## config.mk

```make
export PLATFORM = sky130hd
export DESIGN_NAME = riscv_v_wb_pipe
export DESIGN_NICKNAME = d
export VERILOG_FILES = /design/src/rtl/riscv_v_wb_pipe.sv
export SDC_FILE = /design/constraint.sdc
export NUM_CORES = 1
export LEC_CHECK = 0
export ABC_AREA = 1
export CAP_MARGIN = 20
export CORE_ASPECT_RATIO = 0.7
export CORE_UTILIZATION = 35
export CTS_CLUSTER_SIZE = 14
export DETAILED_ROUTE_END_ITERATION = 7
export PLACE_DENSITY = 0.69
export SLEW_MARGIN = 20
export SYNTH_ARGS = -nofsm -noshare
export SYNTH_HDL_FRONTEND = slang
export SYNTH_SLANG_ARGS = --single-unit
export TNS_END_PERCENT = 50
```

## constraint.sdc

```tcl
create_clock -name clk -period 2.6 [get_ports clk]
set_input_delay 0.39 -clock clk [delete_from_list [all_inputs] [get_ports clk]]
set_output_delay 0.39 -clock clk [all_outputs]
set_load 0.01 [all_outputs]
```

## src/rtl/riscv_v_wb_pipe.sv

```systemverilog
// Vector EXE->MEM->WB write-back pipeline: registers ALU results and expands
// element size, vl and the v0 mask into per-byte register-file write enables.
module riscv_v_wb_pipe #(
    parameter int unsigned NUM_BYTES = 16,
    parameter int unsigned VL_W      = $clog2(NUM_BYTES) + 1,
    parameter int unsigned CNT_W     = 32,
    localparam int unsigned OSIZE_W  = $clog2(NUM_BYTES),
    localparam int unsigned IDX_W    = $clog2(NUM_BYTES),
    localparam int unsigned ADDR_W   = 5,
    localparam int unsigned DATA_W   = NUM_BYTES * 8
) (
    input  logic               clk,
    input  logic               rst_n,
    input  logic               exe_valid,
    input  logic               exe_wr_en,
    input  logic [ADDR_W-1:0]  exe_rd_addr,
    input  logic [DATA_W-1:0]  exe_wr_data,
    input  logic [OSIZE_W-1:0] exe_osize_vector,
    input  logic [VL_W-1:0]    exe_vl,
    input  logic               exe_vm,
    input  logic [NUM_BYTES-1:0] exe_mask,
    input  logic               flush_exe,
    input  logic               stall_mem,
    output logic [NUM_BYTES-1:0] rf_wr_en_mem,
    output logic [ADDR_W-1:0]  rf_wr_addr_mem,
    output logic [DATA_W-1:0]  rf_wr_data_mem,
    output logic [NUM_BYTES-1:0] rf_wr_en_wb,
    output logic [ADDR_W-1:0]  rf_wr_addr_wb,
    output logic [DATA_W-1:0]  rf_wr_data_wb,
    output logic [CNT_W-1:0]   wb_retire_cnt
);

    logic [NUM_BYTES-1:0] exe_en;
    logic [NUM_BYTES-1:0] mem_en_q, wb_en_q, wb_en_d;
    logic [ADDR_W-1:0]    mem_addr_q, wb_addr_q;
    logic [DATA_W-1:0]    mem_data_q, wb_data_q;
    logic [CNT_W-1:0]     cnt_q;
    logic                 size_ok;
    int                   k;
    int                   elem;
    logic [IDX_W-1:0]     elem_idx;

    // Element size is taken from the lowest set bit of the one-hot-ish size vector.
    always_comb begin
        exe_en   = '0;
        size_ok  = 1'b0;
        k        = 0;
        elem     = 0;
        elem_idx = '0;
        for (int i = OSIZE_W - 1; i >= 0; i--) begin
            if (exe_osize_vector[i]) begin
                k       = i;
                size_ok = 1'b1;
            end
        end
        if (size_ok && exe_valid && exe_wr_en && !flush_exe) begin
            for (int b = 0; b < NUM_BYTES; b++) begin
                elem     = b >> k;
                elem_idx = IDX_W'(elem);
                exe_en[b] = (elem < int'(exe_vl)) && (exe_vm || exe_mask[elem_idx]);
            end
        end
    end

    // A stalled MEM stage sends a bubble into WB.
    always_comb begin
        wb_en_d = stall_mem ? '0 : mem_en_q;
    end

    always_ff @(posedge clk or negedge rst_n) begin
        if (!rst_n) begin
            mem_en_q   <= '0;
            mem_addr_q <= '0;
            mem_data_q <= '0;
            wb_en_q    <= '0;
            wb_addr_q  <= '0;
            wb_data_q  <= '0;
            cnt_q      <= '0;
        end else begin
            wb_en_q <= wb_en_d;
            if (!stall_mem) begin
                mem_en_q   <= exe_en;
                mem_addr_q <= exe_rd_addr;
                mem_data_q <= exe_wr_data;
                wb_addr_q  <= mem_addr_q;
                wb_data_q  <= mem_data_q;
            end
            if (wb_en_d != '0) begin
                cnt_q <= cnt_q + 1'b1;
            end
        end
    end

    assign rf_wr_en_mem   = mem_en_q;
    assign rf_wr_addr_mem = mem_addr_q;
    assign rf_wr_data_mem = mem_data_q;
    assign rf_wr_en_wb    = wb_en_q;
    assign rf_wr_addr_wb  = wb_addr_q;
    assign rf_wr_data_wb  = wb_data_q;
    assign wb_retire_cnt  = cnt_q;

endmodule

```

* Yosys cells after proc, flatten, opt, wreduce, memory -nomap -nowiden
Index checks and enable logic that the tools add are counted.
** Operators by class
- Reduce and logical (&&, ||, !) cells :: 37
- Shifts and indexed selects :: 16
- Multiplexer cells :: 42
- Order comparisons :: 32
- Add/sub/neg operators :: 1
** Operators by type and width (count)
- $lt A32 B6 Y1 :: 16
- $shr A4 B32 Y32 const A :: 8
- $shr A3 B32 Y32 const A :: 4
- $mux W32 :: 3
- $lt A4 B5 Y1 const B :: 16
- $bmux W1 S4 :: 16
- $shr A1 B32 Y32 const A :: 2
- $shr A2 B32 Y32 const A :: 2
- $add A32 B1 Y32 const B :: 1
- $mux W16 :: 2
- $mux W1 :: 20
- $logic_and A1 B1 Y1 :: 19
- $logic_or A1 B1 Y1 :: 16
- $reduce_bool A16 Y1 :: 1
- $mux W2 :: 1
- $logic_not A1 Y1 :: 1
** Word-level totals
- Register bits after elaboration :: 330
- Output and inout bits :: 330
- Logic and storage cells :: 135
- Input bits :: 165

* Depth between registers and ports, before layout
Gate-level depths: netlist of the first run.
- Depth after elaboration :: 10
- Gate-level depth with buffers :: 17
- Gate-level depth less buffers :: 15

* Worst setup path after synthesis of the first run
No wires, ideal clock.
- Path kind :: input port to flip-flop
- Start :: in exe_osize_vector[0]
- End :: reg mem_en_q[12], in the netlist rf_wr_en_mem[12]
- Path buffers :: 1
- Required time :: 2483 ps
- Cell stages on the path :: 14
- Path slack :: 452 ps
- Data arrival time :: 2030 ps
- Library setup time :: 117 ps
- Path through :: inv_1 nand3_1 nand2_1 inv_1 ha_1 inv_1 clkbuf_1 o21ai_0 nor2_1 nor2_1 nand2_1 nand3_1 nand3_1 nand2_1
** Between the ends
- Word-level cells in the longest chain between the ends :: 7
- Elaborated cells between the ends (all ways) :: 12
- Those cells by class :: 1 x order compare; 1 x shift; 5 x mux; 5 x reduce/logical
** Ends and longest elaborated chain
- start: declaration :: line 18 : input logic [OSIZE_W-1:0] exe_osize_vector,
- branches (longest 6 deep; another with $lt A32 B6 Y1)
- $mux W16 (*) :: line 56 : if (size_ok && exe_valid && exe_wr_en && !flush_exe) begin
- end signal: assignment :: line 82 : mem_en_q <= exe_en;
- end: declaration :: line 34 : logic [NUM_BYTES-1:0] mem_en_q, wb_en_q, wb_en_d;
Every way passes the cells marked *. The select of a mux whose other input is x is not followed.
A chain may end at the register's enable or synchronous reset.

* Worst setup path in the final report of the first run
- Start :: in exe_osize_vector[2]
- End :: reg mem_en_q[8], in the netlist rf_wr_en_mem[8]
** Between the ends
- Word-level cells in the longest chain between the ends :: 9
- Elaborated cells between the ends (all ways) :: 16
- Those cells by class :: 1 x order compare; 1 x shift; 9 x mux; 5 x reduce/logical
** Ends and longest elaborated chain (line)
- branches (longest 8 deep; another with $lt A32 B6 Y1)
- $mux W16 (*) :: 56
Marked as above.

==> impl_results.md, run 1 <==
* Pwr/cell area at 658 nW/µm²
* Avg Vias per Cell at 4.83
* Fin cells at ~2,900
* PortBufs at ~500
* Post-Route WL at roughly 51,000 µm
* Slew margin rel. at 44.6%
* Setup CP Type: in2reg
* Reg2Reg Launch Point: wb_retire_cnt[0]
* Commonest non-fill, non-tap cells in the layout: nand2_1 (635), clkdlybuf4s50_1 (492), dfrtp_1 (330)
* Unrepaired setup endpoints after global routing: no
* Fin crit period at 2.11 ns
* Die area at 43,200 µm²
* Number of iterations in the first detailed-routing pass at 5
* GRT Residual Overflow at 0
* Hold Vio Cnt, Final at 0
* Core ar. at 41,400 µm²
* IO Pins at 495
* Via count at ~14,000
* Placed cell count at 2,806
* CTS root buf: clkbuf_16
* Final Net Count at between 2,000 and 2,500
* Post_cts resized at 0
* Post-Syn Instances at 1,809
* FP Rows at 62
* Diodes inserted at 0
* Synth Area per Inst at 8.20 µm²
* Largest net degree at the start of global routing at between 150 and 200
* Maximum root-to-sink buffer count at 3
* Post-synth EDFFs at 0
* Top FF cell, synth: dfrtp_1
* Final hold slack at between 0.3 and 0.4 ns
* Clock transition at path regs at 0.07 ns
* GRT Resource Usage Total at 23.2%
* Worst-Margin Slew at 0.831 ns
* Final GP Congestion at between 0.9 and 1
* Clk_lat worst skew at 0.53 ns
* Worst setup EP type: flop
* Startpoint type of the worst setup path: input port
* CTS sink count at 330
* Area grow syn2layout at 46.3%
* Initial DRC count at 956
* Hold crit path type: in2reg
* Pleak at 0.0101 µW
* Post-Syn Area at about 15,000 µm²
* #FFs+latches synth at 330
* Period utilisation layout at around four fifths
* Global-route wire length before repair at 77,700 µm
* Die H at 174 µm
* Vias in the first global route at 13,500
* DP Wirelength at 37,500 µm
* Crit-path most repeated cell: nand2_1
* # DRC at 0
* CP Max Fanout at 6
* Post-Syn Nets at 1,990
* Max rail drop VDD at between 0.4 and 0.5 mV
* DR WL/cell at 17.7 µm
* H-tree levels at 2
* Max Cap Viol at 0
* CP max-delay cell: clkdlybuf4s50_1
* Initial antenna violation count at 0
* # setup viols final at 0
* Synth unique cells at 34
* Max Fclk at 474 MHz
* Status: completed
* Most common cell after layout, fill and taps aside: nand2_1
* Largest stage delay on the critical path at roughly 0.47 ns
* Multi-input combinational cell area at 5410 µm²
* Final Skew at 0.0180 ns
* Post-route ant nets at 0
* Slew Viols, Final at 0
* CTS buffer count at 35
* Fill cell count at between 3,000 and 4,000
* Share of layout cells above drive strength 1 at 5.76%
* Starting Density at 35.8%
* Worst endpoint required time at 3.01 ns
* Synth async-reset ratio at 100%
* TritonCTS clock tree: done
* Register area share after synthesis at 55.6%
* Reg area at 8260 µm²
* Synth warnings at 0
* Horiz. Die Dim at 248 µm
* Worst setup path startpoint: exe_osize_vector[2]
* Cell breakdown of the critical path: clkdlybuf4s50_1, inv_1, nand3_1, nand2_1, inv_1, buf_4, ha_1, xnor2_1, nand3_1, nand2_1, nand2_1, nand2_1, nor2_1, nand2_1, nand2_1
* Worst Hold Launch: stall_mem
* Arrival time at the worst endpoint at 2.52 ns
==> critical path, delay by kind of cell <==
family                   cells  cell delay (ns)
buffers and inverters        4             0.80
adder cells (fa/ha/maj)      1             0.27
AND/OR/NAND/NOR              9             0.78
XOR/XNOR                     1             0.28
==> per-stage QoR <==
stage                     total power [µW]  area, µm²  TNS (ns)  worst slack, ns  util [%]
after floorplan                       7290      14800         0            0.452         -
after global placement                9160      20500   -0.0252          -0.0252      49.5
after detailed placement              9210      20500   -0.0225          -0.0186      49.5
after CTS                            14500      21700         0            0.501      52.4
after global routing                 15000      21700         0            0.243      52.4
final                                14300      21700         0            0.492      52.4
==> area by class of cell <==
class / count / area share, %
Clock inverter: 13 / 0.812
Tap cell: 544 / 3.13
Inverter: 204 / 3.56
Clock buffer: 48 / 4.63
Multi-Input combinational cell: 1188 / 24.9
Sequential cell: 330 / 38.0
Timing Repair Buffer: 542 / 24.9
==> synth_stat cells (3+ instances only) <==
| cell type | n | share of area [%] |
|---|---|---|
| a21oi_1 | 20 | 0.67 |
| buf_2 | 30 | 1.0 |
| buf_6 | 3 | 0.23 |
| clkbuf_1 | 49 | 1.2 |
| dfrtp_1 | 330 | 56 |
| ha_1 | 16 | 1.3 |
| inv_1 | 201 | 5.1 |
| nand2_1 | 635 | 16 |
| nand2_2 | 5 | 0.21 |
| nand2_4 | 3 | 0.23 |
| nand3_1 | 69 | 2.3 |
| nand3b_1 | 10 | 0.51 |
| nand4_1 | 6 | 0.25 |
| nor2_1 | 72 | 1.8 |
| nor2_2 | 14 | 0.59 |
| nor3_1 | 8 | 0.27 |
| o211ai_1 | 12 | 0.61 |
| o21ai_0 | 286 | 9.6 |
| o21ai_1 | 6 | 0.20 |
| xnor2_1 | 9 | 0.53 |
| xor2_1 | 5 | 0.30 |
| xor2_2 | 3 | 0.33 |
==> where the power goes <==
| group | total (µW) | internal [µW] | switching, µW |
|---|---|---|---|
| Clock | 5170 | 3030 | 2140 |
| Combinational | 3130 | 1510 | 1620 |
| Sequential | 5990 | 5640 | 352 |
==> flip-flops by register name, summed over array words and instances (netlist names) <==
name / count
rf_wr_data_mem: 128
rf_wr_data_wb: 128
wb_retire_cnt: 32
rf_wr_en_mem: 16
rf_wr_en_wb: 16
rf_wr_addr_mem: 5
rf_wr_addr_wb: 5
==> per-layer routing <==
layer	GRT usage [%]	up-vias	part of all wire (%)
met4	7.44	0	3.2
met1	31.7	6548	44
met3	6.28	101	8.4
met5	0	-	0
met2	35.6	543	45
li1	-	6653	-
==> worst paths after layout <==
check                           depth (start not counted)           endpoint  slack [ns]
worst max-delay path                                   15    rf_wr_en_mem[8]        0.49
worst min-delay path                                    2    rf_wr_en_wb[13]        0.31
worst max register to register                          7  wb_retire_cnt[14]        0.53
worst min register to register                          2   rf_wr_data_wb[8]        0.48
max in group asynchronous                               3  rf_wr_data_wb[94]        1.39
min in group asynchronous                               2  rf_wr_data_wb[83]        0.43
==> kinds of logic after synthesis <==
family | synth area share [%]
compound gates | 11.5
xor+xnor | 1.16
fa+ha+maj | 1.35
buf+inv | 7.93
flops | 55.6
simple gates | 22.5
==> timing repair <==
item,CTS,global route
endpoints found under the hold margin,67,0
hold buffers,1,0
setup buffers,0,0
Power figures use the tool's default switching activity.
==> run 2: changes to the inputs <==
clock period = 2 ns   (was 2.6 ns; I/O delays follow)
==> run 2 against run 1 <==
Against the previous run: die area is the same; non-clock buffer count is 26 higher; clock power is 22% higher; routed wire length fell by 1.5%; sequential share of layout area decreased by 0.35 points; setup slack lost 0.47 ns; global-route usage decreased by 0.64 points.
==> impl_results.md, run 2 (same netlist as run 1, synthesis figures left out) <==
* Pleak at about 0.010 µW
* Largest stage delay on the critical path at roughly 0.53 ns
* GRT Resource Usage Total at between 20% and 30%
* Diodes inserted at 0
* Initial DRC count at a little over 1,000
* CTS buffer count at 35
* Area grow syn2layout at 47.7%
* CTS root buf: clkbuf_16
* # DRC at 0
* Worst reg2reg path depth at 9
* GRT Residual Overflow at 0
* Fin area at 21,900 µm²
* Startpoint type of the worst setup path: input port
* Max Fclk at 506 MHz
* Maximum root-to-sink buffer count at 3
* Worst endpoint required time at 2.45 ns
* TritonCTS clock tree: done
* Via count at 14,000
* Slew Viols, Final at 0
* Period utilisation layout at a little over nine tenths
* Die area at 43,200 µm²
* DP Wirelength at approximately 37,000 µm
* Worst-Margin Slew at approximately 0.66 ns
* FP Rows at 62
* Total power at roughly 18,000 µW
* CP Buf/Inv Count at 4
* Clk_lat worst skew at 0.53 ns
* Commonest non-fill, non-tap cells in the layout: nand2_1 (634), clkdlybuf4s50_1 (492), dfrtp_1 (329)
* Critical R2R Capture: wb_retire_cnt[31]
* Share of layout cells above drive strength 1 at 7.27%
* Max Cap Viol at 0
* Setup TNS at 0 ns
* Global-route wire length before repair at 76,500 µm
* # setup viols final at 0
* Fill cell count at 3,768
* CP max-delay cell: clkdlybuf4s50_1
* Final GP Congestion at just under 1
* Hold crit path type: in2async
* Horiz. Die Dim at 248 µm
* Dpl cell area at 20,700 µm²
* Final Skew at 0.0171 ns
* Final Net Count at 2,508
* Die H at between 150 and 200 µm
* Max rail drop VDD at 0.512 mV
* IO Pins at 495
* Starting Density at approximately 36%
* Status: completed
* Core ar. at 41,400 µm²
* DR WL/cell at 17.3 µm
* Cell breakdown of the critical path: clkdlybuf4s50_1, inv_1, nand2_1, nand2_1, ha_4, clkinvlp_4, buf_4, o21ai_0, nor2_1, nor2_1, nand2_1, nand3_1, nand3_1, nand2_1
* Setup CP Type: in2reg
* Clock transition at path regs at 0.06 ns
* Most common cell after layout, fill and taps aside: nand2_1
* Hold Vio Cnt, Final at 0
* Vias in the first global route at 13,500
* Final hold slack at about 0.21 ns
* Crit-path most repeated cell: nand2_1
* CP Max Fanout at 6
* PortBufs at 494
* CTS sink count at 330
* Avg Vias per Cell at about 4.8
* Pwr/cell area at 833 nW/µm²
* Arrival time at the worst endpoint at 2.43 ns
* Post-Route WL at 50,100 µm
* Family with the most delay on the worst path: buffers and inverters
* Number of iterations in the first detailed-routing pass at 6
* Worst setup EP type: flop
* Reg2Reg Launch Point: wb_retire_cnt[0]
* H-tree levels at 2
* Slew margin rel. at 56.2%
* Fin crit period at 1.98 ns
* Post-route ant nets at 0
* Initial antenna violation count at 1
* Largest net degree at the start of global routing at 138
* FF-to-FF setup slack at 0.30 ns
==> run 2: cell count changes in the layout (fill, tap and decap cells not counted), moves of 3 or more <==
cell / before / now
ha_1: 16 / 13
buf_4: 39 / 60
buf_6: 0 / 4
ha_4: 0 / 3
bufinv_16: 3 / 0
==> run 2: stage by stage <==
step	std cells	worst slack (ns)	utilization, %
global placement	2828	-0.496	49.9
finish	2896	0.0232	52.9
CTS	2891	0.0192	52.6
global route	2896	-0.0255	52.9
floorplan	1809	-0.0259	-
detailed placement	2828	-0.559	49.9
==> run 2: repair_timing <==
item,4_1_cts,5_1_grt
gates resized for setup,1,17
endpoints found under the setup margin,1,11
setup buffers,0,5
endpoints found under the hold margin,165,0
pin swaps,0,1
hold buffers,1,0
==> run 2: metal layers <==
metal | share of wire [%] | global-route usage (%)
met5 | 0 | 0
met4 | 2.3 | 5.56
met3 | 8.3 | 5.88
met2 | 45 | 35.5
met1 | 44 | 30.8
==> run 2: area by class of cell <==
class,count,area [µm²],share of cell area (%)
timing repair buffer,568,5620,25.7
clock buffer,50,1020,4.67
tap,544,681,3.11
clock inverter,12,87.6,0.400
sequential,330,8260,37.7
inverter,204,779,3.56
multi-input combinational,1188,5460,24.9
==> run 2: how the worst max path moves through the flow <==
stage | start | end | cells past startpoint
finish | exe_osize_vector[3] | rf_wr_en_mem[12] | 14
global route | exe_osize_vector[0] | rf_wr_en_mem[9] | 16
CTS | wb_retire_cnt[23] | wb_retire_cnt[23] | 1
detailed placement | exe_osize_vector[2] | rf_wr_en_mem[11] | 16
global placement | exe_osize_vector[2] | rf_wr_en_mem[11] | 16
floorplan | exe_osize_vector[0] | rf_wr_en_mem[9] | 14
==> run 2: worst reg2reg max path, cell delays in order (launching register included) <==
cell,delay [ns]
dfrtp_1,0.46
nand3_1,0.19
inv_1,0.15
nand2_1,0.13
nor2_1,0.35
nand2_1,0.10
nand2_1,0.07
nand2_1,0.04
nand2_1,0.05
nand2_1,0.05
==> run 2: where the power goes <==
group | switching, µW | total (µW) | internal [µW]
registers | 448 | 7780 | 7330
logic | 2120 | 4160 | 2040
clock network | 2710 | 6300 | 3590
total | 5280 | 18300 | 13000
==> run 3: changes to the inputs <==
PLACE_DENSITY = 0.7   (was 0.69)
==> run 3 against run 2 <==
Against the previous run: final area is 0.34% higher; critical endpoint is now rf_wr_en_mem[4]; first-iteration DRC count is 1.1% higher; via count is 0.47% lower; critical path depth stayed put; largest power group unchanged; highest routed layer unchanged.
==> impl_results.md, run 3 (same netlist as run 1, synthesis figures left out) <==
* Max rail drop VDD at 0.591 mV
* Vias in the first global route at around 14,000
* Pwr/cell area at 844 nW/µm²
* Horiz. Die Dim at 248 µm
* TritonCTS clock tree: done
* Worst Hold Launch: stall_mem
* Reg2Reg Launch Point: wb_retire_cnt[1]
* Largest stage delay on the critical path at 0.48 ns
* Setup TNS at 0 ns
* Clock transition at path regs at roughly 0.070 ns
* CTS sink count at 330
* Final Net Count at 2,513
* Area grow syn2layout at 48.2%
* Share of layout cells above drive strength 1 at under 10%
* IO Pins at ~500
* Period utilisation layout at 98.1%
* Avg Vias per Cell at about 4.8
* Pleak at 0.0103 µW
* Cell breakdown of the critical path: clkdlybuf4s50_1, inv_1, nand2_1, buf_6, inv_1, buf_4, ha_1, nand2_1, inv_1, o21ai_0, a21oi_1, nor2_1, nand2_1, nand2_1
* Global-route wire length before repair at 77,500 µm
* Worst setup EP type: flop
* Via count at approximately 14,000
* Fill cell count at 3,764
* FP Rows at 62
* Slew margin rel. at 31.0%
* Setup CP Type: in2reg
* Most common cell after layout, fill and taps aside: nand2_1
* Critical R2R Capture: wb_retire_cnt[14]
* Worst hold path cell count at 2
* Clk_lat worst skew at 0.54 ns
* Max Cap Viol at 0
* Slew Viols, Final at 0
* Final hold slack at 0.169 ns
* Die H at ~170 µm
* FF-to-FF setup slack at approximately 0.25 ns
* Die area at 43,200 µm²
* DR WL/cell at 17.5 µm
* CTS buffer count at 36
* Unrepaired setup endpoints after global routing: yes
* Core ar. at 41,400 µm²
* CP Max Fanout at 23
* Worst reg2reg path depth at 7
* Maximum root-to-sink buffer count at 3
* Largest net degree at the start of global routing at 137
* Worst endpoint required time at approximately 2.4 ns
* Final Skew at 0.0335 ns
* Max Fclk at 509 MHz
* Worst-Margin Slew at slightly above 1 ns
* Initial antenna violation count at 2
* Hold Vio Cnt, Final at 0
* Hold endpoint: rf_wr_en_wb[15]
* CP max-delay cell: clkdlybuf4s50_1
* Starting Density at 35.8%
* Hold crit path type: in2reg
* Crit-path most repeated cell: nand2_1
* Number of iterations in the first detailed-routing pass at 8
* Post-Route WL at 50,700 µm
* Startpoint type of the worst setup path: input port
* Status: completed
* DP Wirelength at about 37,000 µm
* CTS root buf: clkbuf_16
* Post-route ant nets at 0
* # setup viols final at 0
* Initial DRC count at roughly 1,000
* GRT Resource Usage Total at around 23%
* Commonest non-fill, non-tap cells in the layout: nand2_1 (634), clkdlybuf4s50_1 (492), dfrtp_1 (329)
* # DRC at 0
* Arrival time at the worst endpoint at 2.36 ns
* PortBufs at 494
* GRT Residual Overflow at 0
* H-tree levels at 2
* Fin crit period at 1.96 ns
* Final GP Congestion at 0.960
## run 3: layout make-up
type	instances	area (µm²)	share of cell area [%]
Inverter	204	779	3.54
Antenna cell	2	5.00	0.0228
Clock inverter	14	154	0.700
Tap cell	544	681	3.09
Timing Repair Buffer	572	5670	25.8
Sequential cell	330	8260	37.6
Multi-Input combinational cell	1188	5440	24.8
Clock buffer	46	998	4.54
## run 3: per-stage QoR
| stage | instances | utilization [%] | setup WS [ns] | area, µm² | power (µW) |
|---|---|---|---|---|---|
| final | 2900 | 53.1 | 0.0371 | 22000 | 18600 |
| after global routing | 2900 | 53.1 | -0.0248 | 22000 | 19500 |
| after CTS | 2894 | 52.9 | 0.00625 | 21900 | 18700 |
| after detailed placement | 2833 | 50.1 | -0.527 | 20700 | 12100 |
| after global placement | 2833 | 50.1 | -0.525 | 20700 | 12000 |
| after floorplan | 1809 | - | -0.0259 | 14800 | 9470 |
## run 3: where the power goes
part | total [µW] | switching (µW) | internal [µW]
Combinational | 4230 | 2160 | 2080
Clock | 6560 | 2760 | 3800
Sequential | 7770 | 441 | 7330
Total | 18600 | 5360 | 13200
## run 3: what timing repair did
item / CTS / global route
buffers inserted: 0 / 4
endpoints found under the hold margin: 48 / 0
resized for setup: 0 / 19
hold buffers: 1 / 0
setup endpoints to repair: 0 / 12
## run 3: layer usage
metal  share of wire (%)  wire (µm)  global-route usage, %
met2                  45      23000                   36.0
met1                  43      21700                   30.8
met5                   0          0                      0
met3                 9.2       4660                   6.93
met4                 2.6       1320                   6.17
## run 3: how the worst max path moves through the flow
stage	cells after the start	endpoint	start	slack, ns
after global placement	13	rf_wr_en_mem[12]	exe_osize_vector[0]	-0.52
after floorplan	14	rf_wr_en_mem[9]	exe_osize_vector[0]	-0.03
after detailed placement	15	rf_wr_en_mem[9]	exe_osize_vector[0]	-0.53
final	14	rf_wr_en_mem[4]	exe_osize_vector[0]	0.04
after CTS	1	wb_retire_cnt[23]	wb_retire_cnt[23]	0.006
after global routing	14	rf_wr_en_mem[4]	exe_osize_vector[0]	-0.02
## run 3: critical path, delay by kind of cell
| kind | cells | cell delay, ns |
|---|---|---|
| buffers and inverters | 6 | 1.13 |
| adder cells (fa/ha/maj) | 1 | 0.28 |
| AND/OR/NAND/NOR | 5 | 0.38 |
| AO/OA/AOI/OAI | 2 | 0.26 |
==> variant (config.mk and constraints of run 1) <==
Set the parameter `NUM_BYTES` to 8 (it was 16).
--- a/src/rtl/riscv_v_wb_pipe.sv
+++ b/src/rtl/riscv_v_wb_pipe.sv
@@ -2,5 +2,5 @@
 // element size, vl and the v0 mask into per-byte register-file write enables.
 module riscv_v_wb_pipe #(
-    parameter int unsigned NUM_BYTES = 16,
+    parameter int unsigned NUM_BYTES = 8,
     parameter int unsigned VL_W      = $clog2(NUM_BYTES) + 1,
     parameter int unsigned CNT_W     = 32,
Interface: changed (8 resized); port bits go from 495 to 277. The function was not compared with the original's and may differ.
==> variant against run 1 <==
Routed wire length fell by 54%. Combinational power decreased by 52%. Fmax grew 8.5%. Sequential cell count fell by 144. Area after synthesis fell by 45%. Sequential share of layout area is 1.1 points higher. Count of clock-buffer cells in the layout shrank 29. Cell area down 45%. Setup slack gained 0.16 ns. Via count is 47% lower. First-iteration DRC count decreased by 42%. Total power down 49%. Register-to-register slack better by 0.38 ns. Critical endpoint is now wb_retire_cnt[21].
==> variant: results (changes against run 1) <==
----------------------------------------------------
[Synthesis]
  Most used standard cells in the synthesized netlist ... sky130_fd_sc_hd__nand2_1, sky130_fd_sc_hd__dfrtp_1, sky130_fd_sc_hd__o21ai_0
  Post-synthesis share of cell area spent on xor and xnor gates ... 0.01278 (+0.001228)
  Fraction of the yosys area taken by sequential cells ... 0.5660 (+0.009459)
  Net count after synthesis ... 1099 (-45%)
  Netlist cell types ... 28 (-18%)

[Placed design]
  Detailed placement HPWL ... 17300 µm (-54%)
  Worst-case setup slack after placement ... 0.2710 ns (+0.2896 ns)
  Cell total after placement ... 1568 (-44%)

[Layout]
  Count of nets after finishing ... 1370 (-45%)

[Detailed routing]
  Via count of the routed design ... 7394 (-47%)
  Average vias per placed instance ... 4.618 (-4.3%)
  Post-detailed-routing wire length ... 23500 µm (-54%)
  Routed length on met3 ... 1902 µm (-56%)

[Setup path]
  CP Launch Point ... wb_retire_cnt[21]$_DFFE_PN0P_
  Crit path DAT ... 1.55 ns (-0.97 ns)

[Outcome]
  Result of the run ... completed

[Global route]
  Total track usage ... 0.2025 (-0.02912)
  Met3 routing resource usage after global routing ... 0.05247 (-0.01037)
  Met2 routing resource usage after global routing ... 0.2917 (-0.06382)

[Min path]
  Worst hold path depth ... 3 (+1)
  Worst Hold Path EP ... rf_wr_data_wb[58]$_DFFE_PN0N_

[Clock network]
  Buffer depth of the longest clock path ... 2 (-1)

[Power]
  Net switching power ... 0.002121 W (-48%)
  Clock network power consumption ... 0.00249 W (-52%)
  Cell-internal power ... 0.005230 W (-49%)
  Peak VDD IR ... 0.4435 mV (-8.2%)
  Standby leakage power ... 5.581 nW (-45%)

[Timing]
  Transition time of the tightest slew-check pin ... 0.6290 ns (-0.2024 ns)

----------------------------------------------------
==> variant: cell types whose count changed in the layout (fill, tap and decap cells not counted), sizes merged, moves of 13 or more <==
| cell | before | now |
|---|---|---|
| a21oi | 20 | 3 |
| buf | 48 | 13 |
| clkbuf | 49 | 20 |
| clkdlybuf4s50 | 492 | 274 |
| dfrtp | 330 | 186 |
| ha | 16 | 3 |
| inv | 204 | 113 |
| nand2 | 643 | 398 |
| nand3 | 70 | 27 |
| nor2 | 86 | 70 |
| o21ai | 292 | 137 |
==> variant: final cells by class <==
| cell class | instances | area, µm² |
|---|---|---|
| flip-flops and latches | 186 | 4654 |
| clock buffers | 19 | 452.9 |
| fillers | 2159 | 10970 |
| repair buffers | 289 | 2889 |
| clock inverters | 13 | 110.1 |
| well taps | 312 | 390.4 |
| inverters | 109 | 411.6 |
| multi-input cells | 673 | 2974 |
==> variant: timing repair <==
item                      CTS  global route
setup buffers               0             0
hold buffers                1             0
hold endpoints to repair   57             0
